<file path="config.mk">
export PLATFORM = sky130hd
export DESIGN_NAME = load_store_unit
export DESIGN_NICKNAME = d
export VERILOG_FILES = /design/src/rtl/lsu_pkg.sv /design/src/rtl/lsu_load_align.sv /design/src/rtl/load_store_unit.sv
export SDC_FILE = /design/constraint.sdc
export NUM_CORES = 1
export LEC_CHECK = 0
export CORE_ASPECT_RATIO = 1.75
export CORE_UTILIZATION = 47
export DETAILED_ROUTE_END_ITERATION = 8
export PLACE_DENSITY = 0.87
export SLEW_MARGIN = 10
export SYNTH_ARGS = -nofsm -noshare
export SYNTH_HDL_FRONTEND = slang
export SYNTH_SLANG_ARGS = --single-unit
</file>
<file path="constraint.sdc">
create_clock -name clk -period 4.7 [get_ports clk]
set_input_delay 0.47 -clock clk [delete_from_list [all_inputs] [get_ports clk]]
set_output_delay 0.47 -clock clk [all_outputs]
set_load 0.01 [all_outputs]
</file>
<file path="src/rtl/lsu_pkg.sv">
// -----------------------------------------------------------------------------
// lsu_pkg
// Shared definitions for the load/store unit and its load-alignment helper:
//   - lsu_state_t : access FSM states (IDLE, REQ, RESP)
//   - F3_*        : RV32I funct3 width/sign codes
//   - helpers     : byte-enable, store-lane replication and alignment check
// Codes other than B/BU/H/HU (including the undefined 011, 110, 111) behave
// as a full word.
// -----------------------------------------------------------------------------
package lsu_pkg;

    typedef enum logic [1:0] {
        IDLE = 2'd0,
        REQ  = 2'd1,
        RESP = 2'd2
    } lsu_state_t;

    localparam logic [2:0] F3_B  = 3'b000;
    localparam logic [2:0] F3_H  = 3'b001;
    localparam logic [2:0] F3_W  = 3'b010;
    localparam logic [2:0] F3_BU = 3'b100;
    localparam logic [2:0] F3_HU = 3'b101;

    function automatic logic lsu_is_byte(input logic [2:0] f3);
        return (f3 == F3_B) || (f3 == F3_BU);
    endfunction

    function automatic logic lsu_is_half(input logic [2:0] f3);
        return (f3 == F3_H) || (f3 == F3_HU);
    endfunction

    // Halfword lane is chosen by off[1] only, so a misaligned halfword
    // (when not trapped) still lands on a legal lane pair.
    function automatic logic [3:0] lsu_be(input logic [2:0] f3, input logic [1:0] off);
        if (lsu_is_byte(f3)) begin
            return 4'b0001 << off;
        end
        if (lsu_is_half(f3)) begin
            return off[1] ? 4'b1100 : 4'b0011;
        end
        return 4'b1111;
    endfunction

    // Store data is replicated on every lane so the byte enables alone
    // select what the memory writes.
    function automatic logic [31:0] lsu_wdata(input logic [2:0] f3, input logic [31:0] wd);
        if (lsu_is_byte(f3)) begin
            return {4{wd[7:0]}};
        end
        if (lsu_is_half(f3)) begin
            return {2{wd[15:0]}};
        end
        return wd;
    endfunction

    function automatic logic lsu_misaligned(input logic [2:0] f3, input logic [1:0] off);
        if (lsu_is_byte(f3)) begin
            return 1'b0;
        end
        if (lsu_is_half(f3)) begin
            return off[0];
        end
        return off != 2'b00;
    endfunction

endpackage

</file>
<file path="src/rtl/lsu_load_align.sv">
// -----------------------------------------------------------------------------
// lsu_load_align
// Purely combinational load-data extraction: selects the addressed byte or
// halfword from a 32-bit read word and sign/zero-extends it.
// Ports:
//   rdata  in  32  raw read word from memory
//   offset in  2   byte offset within the word (addr[1:0])
//   funct3 in  3   width/sign code
//   result out 32  extended load value
// -----------------------------------------------------------------------------
module lsu_load_align
    import lsu_pkg::*;
(
    input  logic [31:0] rdata,
    input  logic [1:0]  offset,
    input  logic [2:0]  funct3,
    output logic [31:0] result
);

    logic [7:0]  byte_sel;
    logic [15:0] half_sel;

    always_comb begin
        byte_sel = rdata[{offset, 3'b000} +: 8];
        half_sel = rdata[{offset[1], 4'b0000} +: 16];
        case (funct3)
            F3_B:    result = {{24{byte_sel[7]}}, byte_sel};
            F3_BU:   result = {24'h000000, byte_sel};
            F3_H:    result = {{16{half_sel[15]}}, half_sel};
            F3_HU:   result = {16'h0000, half_sel};
            default: result = rdata;
        endcase
    end

endmodule

</file>
<file path="src/rtl/load_store_unit.sv">
// -----------------------------------------------------------------------------
// load_store_unit
// Initiator side of the data-memory interface. Accepts one load/store per
// handshake, issues a word-aligned request with byte enables, waits for grant
// (and read data for loads), then returns the aligned/extended load result.
// Optional feature macro: LSU_MISALIGN_TRAP_EN -- misaligned accesses issue no
// request and pulse err instead; undefined, err is tied low.
// Ports:
//   clk, n_rst                           clock, async active-low reset
//   ex_valid, ex_ready, MemRead, MemWr   execute-stage handshake
//   funct3, addr, write_data, rd         access description
//   mem_req/we/addr/be/wdata, mem_gnt    memory request channel
//   mem_rvalid, mem_rdata                memory read response
//   wb_valid, wb_data, wb_rd             writeback of completed loads
//   stall, err                           pipeline stall, misalign pulse
// -----------------------------------------------------------------------------
module load_store_unit
    import lsu_pkg::*;
#(
    parameter int unsigned TAG_W  = 5,
    parameter int unsigned ADDR_W = 32
) (
    input  logic              clk,
    input  logic              n_rst,
    input  logic              ex_valid,
    output logic              ex_ready,
    input  logic              MemRead,
    input  logic              MemWr,
    input  logic [2:0]        funct3,
    input  logic [ADDR_W-1:0] addr,
    input  logic [31:0]       write_data,
    input  logic [TAG_W-1:0]  rd,
    output logic              mem_req,
    output logic              mem_we,
    output logic [ADDR_W-1:0] mem_addr,
    output logic [3:0]        mem_be,
    output logic [31:0]       mem_wdata,
    input  logic              mem_gnt,
    input  logic              mem_rvalid,
    input  logic [31:0]       mem_rdata,
    output logic              wb_valid,
    output logic [31:0]       wb_data,
    output logic [TAG_W-1:0]  wb_rd,
    output logic              stall,
    output logic              err
);

    lsu_state_t        state_q, state_d;
    logic              active_q;     // low only until the first clock after reset
    logic              we_q;
    logic [2:0]        f3_q;
    logic [1:0]        off_q;
    logic [TAG_W-1:0]  rd_q;
    logic [ADDR_W-1:0] mem_addr_q;
    logic [3:0]        mem_be_q;
    logic [31:0]       mem_wdata_q;
    logic              wb_valid_q;
    logic [31:0]       wb_data_q;
    logic [TAG_W-1:0]  wb_rd_q;
    logic              err_q;

    logic              accept;
    logic              misalign;
    logic              capture;
    logic [31:0]       load_value;

    assign accept = ex_valid && ex_ready && (MemRead || MemWr);

`ifdef LSU_MISALIGN_TRAP_EN
    assign misalign = lsu_misaligned(funct3, addr[1:0]);
`else
    assign misalign = 1'b0;
`endif

    // Read data is only meaningful for a load that has been (or is being)
    // granted; anything else on mem_rvalid is stale and dropped.
    assign capture = !we_q && mem_rvalid &&
                     (((state_q == REQ) && mem_gnt) || (state_q == RESP));

    lsu_load_align u_load_align (
        .rdata  (mem_rdata),
        .offset (off_q),
        .funct3 (f3_q),
        .result (load_value)
    );

    always_comb begin
        state_d = state_q;
        case (state_q)
            IDLE: begin
                if (accept && !misalign) begin
                    state_d = REQ;
                end
            end
            REQ: begin
                if (mem_gnt) begin
                    if (we_q || mem_rvalid) begin
                        state_d = IDLE;
                    end else begin
                        state_d = RESP;
                    end
                end
            end
            RESP: begin
                if (mem_rvalid) begin
                    state_d = IDLE;
                end
            end
            default: state_d = IDLE;
        endcase
    end

    always_ff @(posedge clk or negedge n_rst) begin
        if (!n_rst) begin
            state_q     <= IDLE;
            active_q    <= 1'b0;
            we_q        <= 1'b0;
            f3_q        <= 3'b000;
            off_q       <= 2'b00;
            rd_q        <= '0;
            mem_addr_q  <= '0;
            mem_be_q    <= 4'b0000;
            mem_wdata_q <= 32'h0;
            wb_valid_q  <= 1'b0;
            wb_data_q   <= 32'h0;
            wb_rd_q     <= '0;
            err_q       <= 1'b0;
        end else begin
            state_q    <= state_d;
            active_q   <= 1'b1;
            wb_valid_q <= capture;
            err_q      <= accept && misalign;
            // Request fields are frozen at acceptance so they stay stable
            // through any number of grant wait cycles.
            if (accept && !misalign) begin
                we_q        <= MemWr;
                f3_q        <= funct3;
                off_q       <= addr[1:0];
                rd_q        <= rd;
                mem_addr_q  <= {addr[ADDR_W-1:2], 2'b00};
                mem_be_q    <= lsu_be(funct3, addr[1:0]);
                mem_wdata_q <= lsu_wdata(funct3, write_data);
            end
            if (capture) begin
                wb_data_q <= load_value;
                wb_rd_q   <= rd_q;
            end
        end
    end

    assign ex_ready  = active_q && (state_q == IDLE);
    assign stall     = ex_valid && !ex_ready;
    assign mem_req   = (state_q == REQ);
    assign mem_we    = we_q;
    assign mem_addr  = mem_addr_q;
    assign mem_be    = mem_be_q;
    assign mem_wdata = mem_wdata_q;
    assign wb_valid  = wb_valid_q;
    assign wb_data   = wb_data_q;
    assign wb_rd     = wb_rd_q;
    assign err       = err_q;

endmodule
</file>
==> flow_summary.ini <==
[hold_path]
min_path_type = input pin to asynchronous set/reset pin

[grt]
grt_usage = 0.2749
grt_antenna_before_repair = 0
grt_pass1_wl_um = 25420
grt_pass1_vias = 5173
grt_remaining_overflow = 0
grt_max_degree = 99

[pwr]
intPower_mw = 3.087
power.leakage_nw = 3.798
finalPower_mw = 4.422
vdd_drop_max_v = 0.0003640
switchingPower_mw = 1.335
switching_share = 0.3020
pwr_density_cell_nw_per_um2 = 538.0
p_clk_frac = 0.305
pwr-share-seq = 0.354
pwr-share-comb = 0.341

[routing]
drt.antenna.violating_nets = 0
dr_total_vias = 4960
drc = 0
vias_per_cell = 5.316
drt_first_pass_iters = 5
wl_per_cell_um = 17.04
drt_iter0_drc = 275
wirelength_um = 15900

[finish]
nNetsFinal = 899
n_antenna_cell = 0
drive_gt1_frac = 0.07615
design_area_sq_um = 8220
stdcell_count = 933
area_delta_synth_final_pct = 52.65
utilization = 0.7361

[placement]
hpwlAfterDp_um = 11430
pre_cts_slack_ps = 1877
portBuffers = 218
place_congestion = 0.8485
post-place-cells = 901
placed_area_sq_um = 7597

[timing]
layout_min_cycle_time_ps = 2590
drv_slew = 0
timing.final.ws_setup_ps = 2110
setup_violations = 0
slew_headroom = 0.3393
rsz0062_at_grt = no
max_freq_mhz = 386.0
clock_skew_ps = 10.14
tns_ps = 0
holdWs_ps = 222.7
min_period_over_period = 0.5512
tightest_slew_ps = 991.1
hold_viol_final = 0

[clock_tree]
clock-sinks = 118
cts_tree = done
cts_buffer_depth = 2
hold_buffers = 0
clk_pin_slew_ps = 50
cts_made_buffers = 17
cts_resized = 0
clock_latency_ps = 400
post_cts_buffers = 0
htreeDepth = 4
ctsRootBufferMaster = clkbuf_16

[yosys]
synth_ff_type = dfrtp_1
synthMostInstantiatedCell = nand2_1
syn-instance-count = 585
synthTopCellsByArea = dfrtp_1 (55%), nand2_1 (15%), mux2i_1 (5.6%)
ys_ff_latch = 118
yosysUniqueCellTypes = 40
synth_top_area_share = 0.5483
postSynth.asyncResetShare = 1.000
synth_commonest_cells = nand2_1 (220), dfrtp_1 (118), o21ai_0 (37)
syn_area_sq_um = 5385
synth_area_per_cell_sq_um = 9.205
synth-edff-count = 0
synth_top_cell_by_area = dfrtp_1
synth.yosys.seq_area_share = 0.5483
ys.warnings.count = 0

[floorplanning]
coreArea_sq_um = 11170
pin_count = 222
die_x_um = 82.92
fp.dieArea_sq_um = 11910
start_util = 0.4822
rows = 51
die-height_um = 143.6

[run_status]
status = finished, final reports clean

[worst_setup_path]
path_class = flip-flop to flip-flop
reg2reg_depth = 4
critPathArrivalTime_ps = 2810
cp.required_ps = 4920
crit_path_end_kind = flip-flop
reg2reg_from = off_q[1]
cp-start-kind = flip-flop
r2r-end = wb_data[23]
r2r_setup_slack_ps = 2110
worstPathMaxFanout = 19

[run]
maxCapViolCount = 0
-- worst max-delay path: stages, from the launching register on --
cell      delay, ps
dfrtp_1         850
mux4_2          600
mux2i_1         120
or4_1           610
o211ai_1        220
-- kinds of logic after synthesis --
group	after synthesis	synth area share
AOI/OAI and AO/OA	85	0.09689
buffers and inverters	48	0.04019
DFF	118	0.5483
muxes	39	0.07667
other	2	0.001395
and+or+nand+nor	293	0.2365
-- flip-flops by register name, summed over array words and instances (netlist names) --
| signal | count |
|---|---|
| active_q | 1 |
| f3_q | 3 |
| mem_addr | 30 |
| mem_be | 4 |
| mem_wdata | 32 |
| mem_we | 1 |
| off_q | 2 |
| rd_q | 5 |
| state_q | 2 |
| wb_data | 32 |
| wb_rd | 5 |
| wb_valid | 1 |
-- cell type report --
class	count	area (sq um)
clock buffers	19	442.9
clock inverters	13	180.2
fillers	796	2947
inverters	7	26.28
multi-input cells	421	2236
flip-flops and latches	118	2953
well taps	132	165.2
repair buffers	223	2217
-- metal layers --
layer	wire (um)	GRT usage	share of wire
met5	0	0	0
met4	595	0.1334	0.037
met3	1086	0.07812	0.068
met2	8497	0.4901	0.53
met1	5721	0.2990	0.36
-- worst max path at each step --
stage	end	cells past startpoint	start
after floorplan	wb_data[28]	6	state_q[0]
after global placement	wb_data[27]	6	mem_gnt
after detailed placement	wb_data[25]	6	mem_gnt
after CTS	wb_data[23]	4	off_q[1]
after global routing	wb_data[23]	4	off_q[1]
final	wb_data[23]	4	off_q[1]
-- placed cells by master (no fill, tap or decap), types with 3 or more instances in the layout --
master | synthesis | routed
a21oi_1 | 14 | 14
conb_1 | 2 | 4
nand2b_1 | 10 | 10
o211ai_1 | 6 | 6
nand3_1 | 10 | 10
bufinv_16 | 0 | 4
clkbuf_16 | 0 | 17
a31oi_1 | 3 | 3
o21ai_1 | 5 | 4
nor2b_1 | 13 | 13
o22a_1 | 3 | 3
clkinv_2 | 0 | 4
nor2_1 | 21 | 21
nand3_2 | 8 | 8
clkdlybuf4s50_1 | 0 | 217
clkinvlp_4 | 0 | 3
dfrtp_1 | 118 | 118
buf_4 | 3 | 6
nor3b_1 | 3 | 3
mux2_2 | 8 | 8
inv_1 | 6 | 6
mux2i_1 | 30 | 30
o21ai_0 | 37 | 37
a221oi_1 | 7 | 7
nand2_1 | 220 | 220
-- power by group through the flow --
| stage | logic (mW) | clock network, mW | registers (mW) |
|---|---|---|---|
| after detailed placement | 1.51 | 0 | 1.58 |
| after floorplan | 0.490 | 0 | 1.68 |
| after global placement | 1.46 | 0 | 1.56 |
| final | 1.51 | 1.35 | 1.57 |
| after CTS | 1.52 | 1.37 | 1.57 |
| after global routing | 1.62 | 1.42 | 1.61 |
Power figures use the tool's default switching activity.
